===== src/rtl/alu_issue_scheduler.sv =====
// alu_issue_scheduler: round-robin issue of reservation-station slots onto one ALU.
// Single-cycle ops return a result tag on the next cycle. DIV ops hold the ALU
// for DIV_CYCLES cycles. The result tag is held stable until routing accepts it.
// Ports:
//   clk, rst              clock and synchronous active-high reset
//   slot_ready            per-slot issue request
//   slot_is_div           per-slot DIV opcode flag, used only for the granted slot
//   flush                 aborts any in-flight work and any pending result
//   grant/fire/fire_slot  combinational issue outputs (one-hot grant, strobe, index)
//   res_valid/res_slot    registered result tag toward operand routing
//   res_ready             routing accepts the result tag
//   busy                  DIV in flight or result pending
module alu_issue_scheduler #(
  parameter int unsigned NUM_SLOTS  = 8,
  parameter int unsigned SLOT_W     = 3,
  parameter int unsigned DIV_CYCLES = 4
) (
  input  logic                 clk,
  input  logic                 rst,
  input  logic [NUM_SLOTS-1:0] slot_ready,
  input  logic [NUM_SLOTS-1:0] slot_is_div,
  input  logic                 flush,
  output logic [NUM_SLOTS-1:0] grant,
  output logic                 fire,
  output logic [SLOT_W-1:0]    fire_slot,
  output logic                 res_valid,
  output logic [SLOT_W-1:0]    res_slot,
  input  logic                 res_ready,
  output logic                 busy
);

  localparam int unsigned CNT_W = 4;

  typedef enum logic [1:0] {
    S_IDLE     = 2'd0,
    S_DIV_WAIT = 2'd1,
    S_DIV_DONE = 2'd2
  } state_t;

  // DIV_DONE is entered when one cycle remains before the result is visible.
  // With the minimum latency of 2 that is already the cycle after fire.
  localparam state_t DIV_ENTRY = (DIV_CYCLES <= 2) ? S_DIV_DONE : S_DIV_WAIT;

  state_t              r_state;
  logic [SLOT_W-1:0]   r_rr_ptr;
  logic [CNT_W-1:0]    r_div_cnt;
  logic [SLOT_W-1:0]   r_div_slot;
  logic                r_res_valid;
  logic [SLOT_W-1:0]   r_res_slot;

  state_t              w_state_nxt;
  logic [SLOT_W-1:0]   w_rr_ptr_nxt;
  logic [CNT_W-1:0]    w_div_cnt_nxt;
  logic [SLOT_W-1:0]   w_div_slot_nxt;
  logic                w_res_valid_nxt;
  logic [SLOT_W-1:0]   w_res_slot_nxt;

  logic                w_out_free;
  logic                w_found;
  logic [SLOT_W-1:0]   w_gidx;
  logic [SLOT_W:0]     w_sum;
  logic                w_fire_div;

  assign res_valid  = r_res_valid;
  assign res_slot   = r_res_slot;
  assign busy       = (r_state != S_IDLE) || r_res_valid;
  assign w_out_free = !r_res_valid || res_ready;

  // Round-robin search: first ready slot at or after rr_ptr, wrapping.
  always_comb begin
    w_found = 1'b0;
    w_gidx  = '0;
    w_sum   = '0;
    for (int unsigned k = 0; k < NUM_SLOTS; k++) begin
      w_sum = {1'b0, r_rr_ptr} + (SLOT_W+1)'(k);
      if (w_sum >= (SLOT_W+1)'(NUM_SLOTS)) begin
        w_sum = w_sum - (SLOT_W+1)'(NUM_SLOTS);
      end
      if (!w_found && slot_ready[w_sum[SLOT_W-1:0]]) begin
        w_found = 1'b1;
        w_gidx  = w_sum[SLOT_W-1:0];
      end
    end
  end

  // Next-state, next-register values and combinational issue outputs.
  always_comb begin
    w_state_nxt     = r_state;
    w_rr_ptr_nxt    = r_rr_ptr;
    w_div_cnt_nxt   = r_div_cnt;
    w_div_slot_nxt  = r_div_slot;
    w_res_valid_nxt = r_res_valid;
    w_res_slot_nxt  = r_res_slot;
    fire            = 1'b0;
    grant           = '0;
    fire_slot       = '0;
    w_fire_div      = 1'b0;

    fire = !rst && !flush && (r_state == S_IDLE) && w_out_free && w_found;
    if (fire) begin
      grant      = NUM_SLOTS'(1) << w_gidx;
      fire_slot  = w_gidx;
      w_fire_div = slot_is_div[w_gidx];
    end

    // An accepted result drops unless a new one replaces it below.
    if (r_res_valid && res_ready) begin
      w_res_valid_nxt = 1'b0;
    end

    if (flush) begin
      w_state_nxt     = S_IDLE;
      w_div_cnt_nxt   = '0;
      w_res_valid_nxt = 1'b0;
    end else begin
      case (r_state)
        S_IDLE: begin
          if (fire) begin
            w_rr_ptr_nxt = (w_gidx == SLOT_W'(NUM_SLOTS - 1)) ? '0 : w_gidx + SLOT_W'(1);
            if (w_fire_div) begin
              w_state_nxt    = DIV_ENTRY;
              w_div_cnt_nxt  = CNT_W'(DIV_CYCLES - 1);
              w_div_slot_nxt = w_gidx;
            end else begin
              w_res_valid_nxt = 1'b1;
              w_res_slot_nxt  = w_gidx;
            end
          end
        end
        S_DIV_WAIT: begin
          w_div_cnt_nxt = r_div_cnt - CNT_W'(1);
          if (r_div_cnt <= CNT_W'(2)) begin
            w_state_nxt = S_DIV_DONE;
          end
        end
        S_DIV_DONE: begin
          if (w_out_free) begin
            w_res_valid_nxt = 1'b1;
            w_res_slot_nxt  = r_div_slot;
            w_div_cnt_nxt   = '0;
            w_state_nxt     = S_IDLE;
          end
        end
        default: begin
          w_state_nxt = S_IDLE;
        end
      endcase
    end
  end

  // State register.
  always_ff @(posedge clk) begin
    if (rst) begin
      r_state     <= S_IDLE;
      r_rr_ptr    <= '0;
      r_div_cnt   <= '0;
      r_div_slot  <= '0;
      r_res_valid <= 1'b0;
      r_res_slot  <= '0;
    end else begin
      r_state     <= w_state_nxt;
      r_rr_ptr    <= w_rr_ptr_nxt;
      r_div_cnt   <= w_div_cnt_nxt;
      r_div_slot  <= w_div_slot_nxt;
      r_res_valid <= w_res_valid_nxt;
      r_res_slot  <= w_res_slot_nxt;
    end
  end

endmodule


===== config.mk =====
export PLATFORM = sky130hd
export DESIGN_NAME = alu_issue_scheduler
export DESIGN_NICKNAME = d
export VERILOG_FILES = /design/src/rtl/alu_issue_scheduler.sv
export SDC_FILE = /design/constraint.sdc
export NUM_CORES = 1
export LEC_CHECK = 0
export BUFFER_PORTS_ARGS = -buffer_cell sky130_fd_sc_hd__buf_2
export CAP_MARGIN = 20
export CORE_MARGIN = 3
export CORE_UTILIZATION = 25
export CTS_BUF_LIST = sky130_fd_sc_hd__clkbuf_4
export CTS_CLUSTER_DIAMETER = 100
export CTS_CLUSTER_SIZE = 20
export DETAILED_ROUTE_END_ITERATION = 7
export HOLD_SLACK_MARGIN = 0.03
export PLACE_DENSITY = 0.48
export RECOVER_POWER = 100
export SYNTH_ARGS = -nofsm -noshare
export SYNTH_HDL_FRONTEND = slang
export SYNTH_SLANG_ARGS = --single-unit
export TNS_END_PERCENT = 30

===== constraint.sdc =====
create_clock -name clk -period 4.83 [get_ports clk]
set_clock_uncertainty 0.1 [all_clocks]
set_input_delay 0.7245 -clock clk [delete_from_list [all_inputs] [get_ports clk]]
set_output_delay 0.7245 -clock clk [all_outputs]
set_load 0.03 [all_outputs]

* After elaboration in Yosys (flattened, before gate mapping)
Cells that the tools add are included.
** Storage, ports and cells
- Register bits after elaboration :: 16
- Logic and storage cells :: 149
** Operators by class
- Equal/unequal tests :: 8
- Reduce and logical (&&, ||, !) cells :: 34
- Bitwise gates (word level) :: 1
- Mux-type cells :: 64
- Shifts and indexed selects :: 1
- Magnitude comparators :: 18
- $add $sub $neg :: 17
** Operator list (count)
- 3-bit 2-to-1 mux :: 21
- 3-bit by 4-bit < comparator with 1-bit output (second input constant) :: 9
- 4-bit greater-or-equal comparator (second input constant) :: 7
- 1-bit binary-select mux with 3-bit select :: 9
- 3-bit by 1-bit subtractor with 3-bit output (second input constant) :: 8
- 1-bit 2-to-1 mux :: 22
- 3-bit by 3-bit adder with 4-bit output (second input constant) :: 4
- 1-bit logical AND :: 12
- 4-bit 2-to-1 mux :: 3
- 4-bit case mux with 3 select lines :: 1
- 4-bit AND reduction :: 3
- 1-bit zero test :: 10
- 2-bit inequality test (second input constant) :: 5
- 3-bit by 2-bit adder with 4-bit output (second input constant) :: 2
- 2-bit 2-to-1 mux :: 4
- 8-bit 2-to-1 mux :: 1
- 1-bit by 3-bit << shifter with 8-bit output (first input constant) :: 1
- 2-bit case mux with 3 select lines :: 1
- 3-bit case mux with 2 select lines :: 1
- 5-bit AND reduction :: 1
- 3-bit by 1-bit adder with 4-bit output (second input constant) :: 1
- 3-bit by 4-bit greater-or-equal comparator with 1-bit output (second input constant) :: 1
- 4-bit by 2-bit less-or-equal comparator with 1-bit output (second input constant) :: 1
- 2-bit nonzero test :: 2
- other kinds (12) :: 13

* Depth between registers and ports, before layout
Gate-level depths: netlist (run 1).
- Word-level depth :: 32
- Gate-level depth with buffers :: 17
- Gate-level depth less buffers :: 13

* Least setup slack after synthesis (run 1)
OpenSTA, ideal clock, no wires.
- Path type :: register -> output
- Start point :: reg r_rr_ptr[1]
- End point :: out grant[7]
- Cell stages (with the launch flop) :: 16
- Path slack :: 484 ps
- Arrival time :: 3522 ps
- Cell sequence :: dfxtp_1 buf_4 inv_1 ha_1 buf_2 mux2_2 a221oi_1 a22o_2 nand2_2 or2_0 a21o_1 buf_6 inv_1 ha_1 ha_1 and2_1
** On the way
- Word-level cells in the longest chain between the ends :: 28
** RTL lines
- start, declared :: RTL line 45 : logic [SLOT_W-1:0] r_rr_ptr;
- start signal, assigned :: RTL line 162 : r_rr_ptr <= w_rr_ptr_nxt;
- branches (longest 25 deep; another with 3-bit by 1-bit adder with 4-bit output)
- 3-bit 2-to-1 mux * :: RTL line 79 : if (!w_found && slot_ready[w_sum[SLOT_W-1:0]]) begin
- named net w_gidx[1] :: RTL line 60 : logic [SLOT_W-1:0] w_gidx;
- 1-bit by 3-bit << shifter with 8-bit output * :: RTL line 101 : grant = NUM_SLOTS'(1) << w_gidx;
- 8-bit 2-to-1 mux * :: RTL line 100 : if (fire) begin
- end, declared :: RTL line 23 : output logic [NUM_SLOTS-1:0] grant,
Mark *: on every way through the listed nets, which the timed path passes. The select of a mux whose other input is x is not followed.

* Worst setup path in the final report (run 1)
- Start point :: reg r_rr_ptr[0]
- End point :: out grant[7]
Same word-level chain as after synthesis.

==> impl_results.md, run 1 <==
- Outcome: finished, final reports clean
- Routed vias/inst: 5.31
- Routed via count: 2075
- Tcrit/Tclk final: 95.8%
- Share of post-route cells with drive strength above 1: 25.8%
- Final cell count without fillers: 391
- Mapped Cells: approximately 250
- Combinational share of power: 84.1%
- Worst slew pin tran: 0.586 ns
- Vias in the first global route: 1917
- GPL Wtd Cong: between 0.8 and 0.9
- Cell-internal power: between 800 and 900 µW
- Hold path cells: 2
- Core area: 0.00876 mm²
- GRT overflow: 0
- Worst hold start: r_div_slot[1]
- Clk pwr share: 4.5%
- Final instance area: 0.00254 mm²
- Maximum vdd drop: around 340 µV
- CTS root buf: clkbuf_4
- CP Data Required Time: 4.01 ns
- Switching fraction of total power: 53.2%
- Die footprint: 0.0102 mm²
- DR pass1 iterations: 4
- Worst r2r src: r_rr_ptr[0]
- Final Slew Violations: 0
- Worst Path Max Fanout: 14
- Yosys top cell by area: dfxtp_1
- Worst r2r path cells: 12
- Syn avg cell area: 9.07 µm²
- Internal reg-to-reg setup slack: 0.35 ns
- CTS tree: yes
- Async set-reset flop share out of synthesis: 0%
- EDFF count, synth: 0
- Hold Crit Class: flip-flop to flip-flop
- Total chip power: 1.74 mW
- CTS Sinks: 16
- RSZ-0062 raised after global routing: false
- Final Core Density: 29.0%
- Crit-path max cell delay: 0.55 ns
- Post-synthesis register bit count: 16
- Port buffer count: 36
- Maximum clock frequency: 216 MHz
- NetSw: 925 µW
- DRT antenna net count: 0
- Share of the synthesized area in the top cell type: 14.2%
- Crit end category: output pin
- Crit path max-delay cell type: ha_2
- Crit path cell chain: inv_1, ha_2, mux2_2, a221oi_1, a22o_2, nand2_2, a2111oi_2, a21o_1, inv_1, ha_1, ha_1, and2_1, buf_2
- Setup Viol. Count Final: 0
- Die X: 101 µm
- Initial DRC count: 81
- Worst-Skew Late Latency: 0.30 ns
- # placed instances: 387
- DRC violations left: 0
- WP data arrival: 3.80 ns
- P&R area growth vs syn: 12.6%
- Die height: slightly above 100 µm
- Nets: 318
- Sequential-to-total area share from yosys stat: between 10 and 15%
- Syn nets: 283
- Clk slew on worst S/H paths: 0.11 ns
- Drt wl/cell: 15.2 µm
- Initial Utilization: 25.8%
- Dpl hpwl: 4470 µm
- Setup TNS: 0 ns
- Largest net degree at the start of global routing: 18
- Antenna Cells: 0
- Post-Route WL: between 5000 and 6000 µm
- First-pass GRT wire length: 9940 µm
- Sequential power share: 11.4%
- Gr usage total: a little under an eighth
- Top_reg_cell synth: dfxtp_1
- Hold endpoint: r_div_slot[1]
- I/O pin total: 37
- Yosys cell types: 65
- FILL cells: 947
- Fin crit period: 4.63 ns
- Clock Path Buffers: 2
- Leakage: 1.07 nW
- Startpoint Class: flip-flop
- Ys Warns: 0
- Post-Syn Area: roughly 0.0023 mm²
- Pwr Density: roughly 700 mW/mm²
- H-tree depth: 1
- TritonCTS Buffers: 3
- Hold Fails Final Rpt: 0
- Top post-synthesis cells by area: dfxtp_1, mux4_2, ha_1
- Placed Area: ~0.0025 mm²
- Core Rows: 34
- Worst r2r dst: r_state[1]
- # hold bufs at CTS: 0
- Maxcap violations: 0
- Critical path type: flip-flop to output pin
- Initial antenna violation count: 0
- Slew headroom: 60.9%
## registers in the layout, summed over array words and instances, names as in the netlist
name and count:
res_slot 3, r_rr_ptr 3, r_div_cnt 4, res_valid 1
r_state 2, r_div_slot 3
## cells in the final DEF (no fill, tap or decap), types with 2 or more instances in the layout
cell type  synthesis  layout
buf_4              2       6
buf_2              2      21
a311oi_1           4       4
mux2i_1           17      17
a21oi_1           19      19
a211oi_1           3       3
and2b_1            2       2
o21ai_1            3       2
clkbuf_1           3       8
mux2_4             3       2
mux4_2            12      12
mux2_1             2       3
xnor2_1            2       2
nor2b_1            7       7
dfxtp_1           16      16
and2_1            10       9
xor2_1             2       2
nand4b_1           2       2
clkbuf_2           0       7
nand2_1           16      16
a22oi_1            4       4
ha_1              14      13
a221oi_1           2       2
nand2b_1           3       3
o31ai_1            3       3
nor3_1             4       4
nor2_1            21      21
a32oi_1            2       2
inv_1             14      14
mux2_2             6       6
o21ai_0            7       8
clkbuf_4           0       3
and3_1             5       5
## synth_stat cells, types with 3 or more instances
cell type / n
nor2_1: 21
mux2i_1: 17
and3_1: 5
nand2_1: 16
and2_1: 10
nand2b_1: 3
o21ai_1: 3
dfxtp_1: 16
a21oi_1: 19
o21ai_0: 7
nor2b_1: 7
a211oi_1: 3
mux2_2: 6
buf_6: 4
clkbuf_1: 3
mux2_4: 3
nor3_1: 4
a311oi_1: 4
inv_1: 14
a22oi_1: 4
mux4_2: 12
o31ai_1: 3
ha_1: 14
## final cells by class
class                           instances  area [µm²]  area share, %
Multi-Input combinational cell        207        1790           70.5
Sequential cell                        16         320           12.6
Timing Repair Buffer                   42         215           8.46
Tap cell                              108         135           5.31
Inverter                               14        52.6           2.07
Clock buffer                            3        22.5          0.885
Clock inverter                          1        3.75          0.148
## logic make-up (layout without fill, tap and decap cells)
group | count (synthesis) | count (layout) | synth area share, %
buf+inv | 26 | 60 | 6.09
fa+ha+maj | 14 | 14 | 7.75
xor+xnor | 6 | 6 | 2.99
flops | 16 | 16 | 14.2
compound gates | 65 | 65 | 22.3
simple gates | 79 | 79 | 18.4
mux | 43 | 43 | 28.2
## power groups by stage
stage | registers [mW] | logic [mW] | clock network (mW)
finish | 0.199 | 1.46 | 0.0778
global placement | 0.203 | 1.48 | 0
global route | 0.205 | 1.61 | 0.0903
floorplan | 0.209 | 1.17 | 0
detailed placement | 0.202 | 1.46 | 0
CTS | 0.199 | 1.48 | 0.0840
## what timing repair did
| item | in CTS | in global routing |
|---|---|---|
| gates resized for setup | 0 | 1 |
| setup buffers | 0 | 0 |
| setup endpoints to repair | 0 | 8 |
## critical path: cells and delay by family (launching register included)
kind / cells / cell delay [ns]
and+or+nand+nor: 2 / 0.24
muxes: 1 / 0.38
AOI/OAI and AO/OA: 4 / 1.23
buffers and inverters: 3 / 0.35
DFF: 1 / 0.34
adders and majority gates: 3 / 0.97
## through the flow
| stage | worst slack (ns) | hold WS, ns |
|---|---|---|
| floorplan | 0.484 | 0.354 |
| global placement | 0.441 | 0.371 |
| detailed placement | 0.434 | 0.380 |
| CTS | 0.0710 | 0.410 |
| global route | 0.00841 | 0.447 |
| finish | 0.201 | 0.398 |
## layer usage
layer / track usage (%) / vias up / part of all wire (%)
met1: 17.2 / 1019 / 49
met5: 0 / - / 0
li1: - / 1007 / -
met2: 19.0 / 47 / 48
met4: 1.23 / 0 / 0.29
met3: 1.73 / 2 / 3.2
## worst max path at each step
| stage | startpoint | endpoint | slack, ns | cells past startpoint |
|---|---|---|---|---|
| 2_1_floorplan | r_rr_ptr[1] | grant[7] | 0.48 | 15 |
| 3_3_place_gp | r_rr_ptr[0] | grant[7] | 0.44 | 13 |
| 4_1_cts | r_rr_ptr[0] | grant[7] | 0.07 | 13 |
| 6_report | r_rr_ptr[0] | grant[7] | 0.20 | 13 |
| 3_5_place_dp | r_rr_ptr[0] | grant[7] | 0.43 | 13 |
| 5_1_grt | r_rr_ptr[1] | grant[7] | 0.008 | 13 |
(Power assumes the default switching activity.)
==> run 2, diff against run 1 <==
Settings changed: ABC_AREA set to 1, SLEW_MARGIN set to 20.
==> impl_results.md, run 2 <==
- Yosys cell types: 40 (-38%)
- Slew headroom: 49.9% (-11 points)
- Worst hold start: r_div_slot[0]
- Die footprint: 0.00922 mm² (-9.8%)
- H-tree depth: 1 (unchanged)
- Dpl hpwl: 4410 µm (-1.4%)
- Core Rows: 32 (-5.9%)
- Yosys top cell by area: dfxtp_1
- Commonest non-fill, non-tap cell in the layout: nand2_1
- Crit-path max cell delay: 0.57 ns (+0.02 ns)
- Async set-reset flop share out of synthesis: 0% (unchanged)
- FILL cells: 913 (-3.6%)
- Setup TNS: 0 ns (unchanged)
- Antenna Cells: 0 (unchanged)
- # hold bufs at CTS: 0 (unchanged)
- Largest family of logic cells by synthesized area: simple AND/OR/NAND/NOR gates
- Hold Worst Slack: 0.374 ns (-0.0245 ns)
- Final cell count without fillers: 444 (+14%)
- I/O pin total: 37 (unchanged)
- Fin crit period: 4.47 ns (-0.161 ns)
- Syn avg cell area: 6.58 µm² (-28%)
- Worst Path Max Fanout: 9 (-5)
- Routed vias/inst: 4.51 (-15%)
- Largest net degree at the start of global routing: 13 (-5)
- Number of gates resized after cts: 0 (unchanged)
- Post-synthesis simple-gate area fraction: 52.1% (+34 points)
- Sequential-to-total area share from yosys stat: 15.8% (+1.6 points)
- # placed instances: 440 (+14%)
- Initial antenna violation count: 0 (unchanged)
- Routed via count: 2003 (-3.5%)
- CP Data Required Time: 4.01 ns (about the same)
- Hold Crit Class: flip-flop to flip-flop
- WP data arrival: 3.64 ns (-0.16 ns)
- Post-Syn Area: 0.00203 mm² (-10%)
- Die height: 96.0 µm (-5.0%)
- Worst slew pin tran: 0.752 ns (+0.166 ns)
- Maxcap violations: 0 (unchanged)
- RSZ-0062 raised after global routing: false
- Total setup buffers inserted after CTS: 0 (unchanged)
- Drt wl/cell: 12.3 µm (-19%)
- Max reg flops: 4 (unchanged)
- Crit end category: output pin
- Commonest cells after routing, fill and taps aside: nand2_1, nand3_1, inv_1
- Core area: 0.00781 mm² (-11%)
- Crit path max-delay cell type: dfxtp_1
- Gr usage total: 12.0% (+0.18 points)
- Clk slew on worst S/H paths: 0.11 ns (about the same)
- Most numerous cell in the Yosys netlist: nand2_1
- Fin worst setup slack: 0.362 ns (+0.161 ns)
- Pre-CTS setup slack: 0.744 ns (+0.309 ns)
- DRC violations left: 0 (unchanged)
- CTS tree: yes
- XOR/XNOR share of the synthesized area: 2.53% (-0.46 points)
- Worst r2r src: r_rr_ptr[1]
- Die X: 96.0 µm (-5.0%)
- Post-synthesis register bit count: 16 (unchanged)
- GRT overflow: 0 (unchanged)
- GPL Wtd Cong: 0.892 (+4.7%)
- P&R area growth vs syn: 10.4%
- Initial Utilization: 25.9% (+0.16 points)
- Worst-Skew Late Latency: 0.30 ns (about the same)
- Crit path cell chain: inv_2, ha_1, inv_1, nand3_1, nand2_1, nand2_1, nand2_1, nand4_4, nor2_8, nand3_4, nand3_4, nand2_4, inv_1, ha_1, ha_1, inv_1, nor2_1, clkbuf_2
- Most common library cells after synthesis: nand2_1, inv_1, nand3_1
- Synth Area in Compound Gates: 9.70% (-13 points)
- Setup Viol. Count Final: 0 (unchanged)
- Vias in the first global route: 1814 (-5.4%)
- First-pass GRT wire length: 8810 µm (-11%)
- CP delay by family, top: simple AND/OR/NAND/NOR gates
- CTS Sinks: 16 (unchanged)
- Startpoint Class: flip-flop
- Share of the synthesized area in the top cell type: 15.8% (+1.6 points)
- DRT antenna net count: 0 (unchanged)
- Hold Fails Final Rpt: 0 (unchanged)
- Initial DRC count: 101 (+25%)
- Outcome: finished, final reports clean
- Post-Synth Adder-Cell Area: 8.65% (+0.90 points)
- Tcrit/Tclk final: 92.5% (-3.3 points)
- Biggest register: r_div_cnt
- Ys Warns: 0 (unchanged)
- Fraction of synthesized area in multiplexers: 0% (-28 points)
- Maximum clock frequency: 224 MHz (+3.6%)
- Syn nets: 342 (+21%)
- Mapped Cells: 308 (+24%)
- EDFF count, synth: 0 (unchanged)
- TritonCTS Buffers: 3 (unchanged)
- DR pass1 iterations: 4 (unchanged)
- Port buffer count: 36 (unchanged)
- Share of post-route cells with drive strength above 1: 20.5% (-5.3 points)
- Critical path type: flip-flop to output pin
- Final Slew Violations: 0 (unchanged)
- Post-Route WL: 5460 µm (-8.3%)
- Top post-synthesis cells by area: dfxtp_1, nand2_1, ha_1
- Nets: 377 (+19%)
- Crit. Startpoint: r_rr_ptr[1]
- Worst Path Buf+Inv: 5 (+2)
- CTS root buf: clkbuf_4
- Clock Path Buffers: 2 (unchanged)
- Top_reg_cell synth: dfxtp_1
run 2: cell count changes after synthesis, sizes merged, moves of 7 or more:
| cell | delta |
|---|---|
| nand3 | +48 |
| nand4 | +7 |
| nand2 | +73 |
| nor2b | -7 |
| inv | +30 |
| mux2 | -11 |
| nor2 | +15 |
| mux4 | -13 |
| mux2i | -19 |
| and2 | -10 |
run 2: worst paths after layout:
check,endpoint,slack [ns],cells past startpoint
max,grant[7],0.36,18
max reg2reg,r_div_cnt[1],0.80,20
min,r_div_slot[0],0.37,2
min reg2reg,r_div_slot[0],0.37,2
run 2: worst min-delay path: cells and delay by family, from the launching register on:
| kind | cells | cell delay, ns |
|---|---|---|
| and+or+nand+nor | 1 | 0.06 |
| AOI/OAI and AO/OA | 1 | 0.05 |
| DFF | 1 | 0.33 |
run 2: cell families (layout without fill, tap and decap cells):
| kind of cell | Yosys count | count (layout) |
|---|---|---|
| xor+xnor | 5 | 5 |
| fa+ha+maj | 14 | 14 |
| compound gates | 32 | 32 |
| buf+inv | 51 | 85 |
| flops | 16 | 16 |
| simple gates | 190 | 190 |
run 2: metal layers:
metal	up-vias	track usage, %	wire [µm]	share of wire, %
li1	1065	-	-	-
met1	874	17.6	2790	51
met2	56	17.9	2290	42
met3	8	1.72	294	5.4
met4	0	3.44	84	1.5
met5	-	0	0	0
run 2: per-stage QoR:
| step | area [µm²] | util, % |
|---|---|---|
| CTS | 2310 | 29.6 |
| finish | 2240 | 28.6 |
| detailed placement | 2280 | 29.2 |
| global placement | 2280 | 29.2 |
| global route | 2240 | 28.6 |
| floorplan | 2030 | - |
run 2: layout make-up:
cell class / instances / area, µm² / share of cell area [%]
clock buffers: 3 / 22.5 / 1.01
clock inverters: 1 / 3.75 / 0.168
inverters: 44 / 168 / 7.50
multi-input cells: 241 / 1420 / 63.3
flip-flops and latches: 16 / 320 / 14.3
well taps: 102 / 128 / 5.71
repair buffers: 37 / 178 / 7.95
Power of run 2 is left out: the tool's default activity adds up to more than one toggle a clock period on the data nets, which glitch-free logic cannot reach.
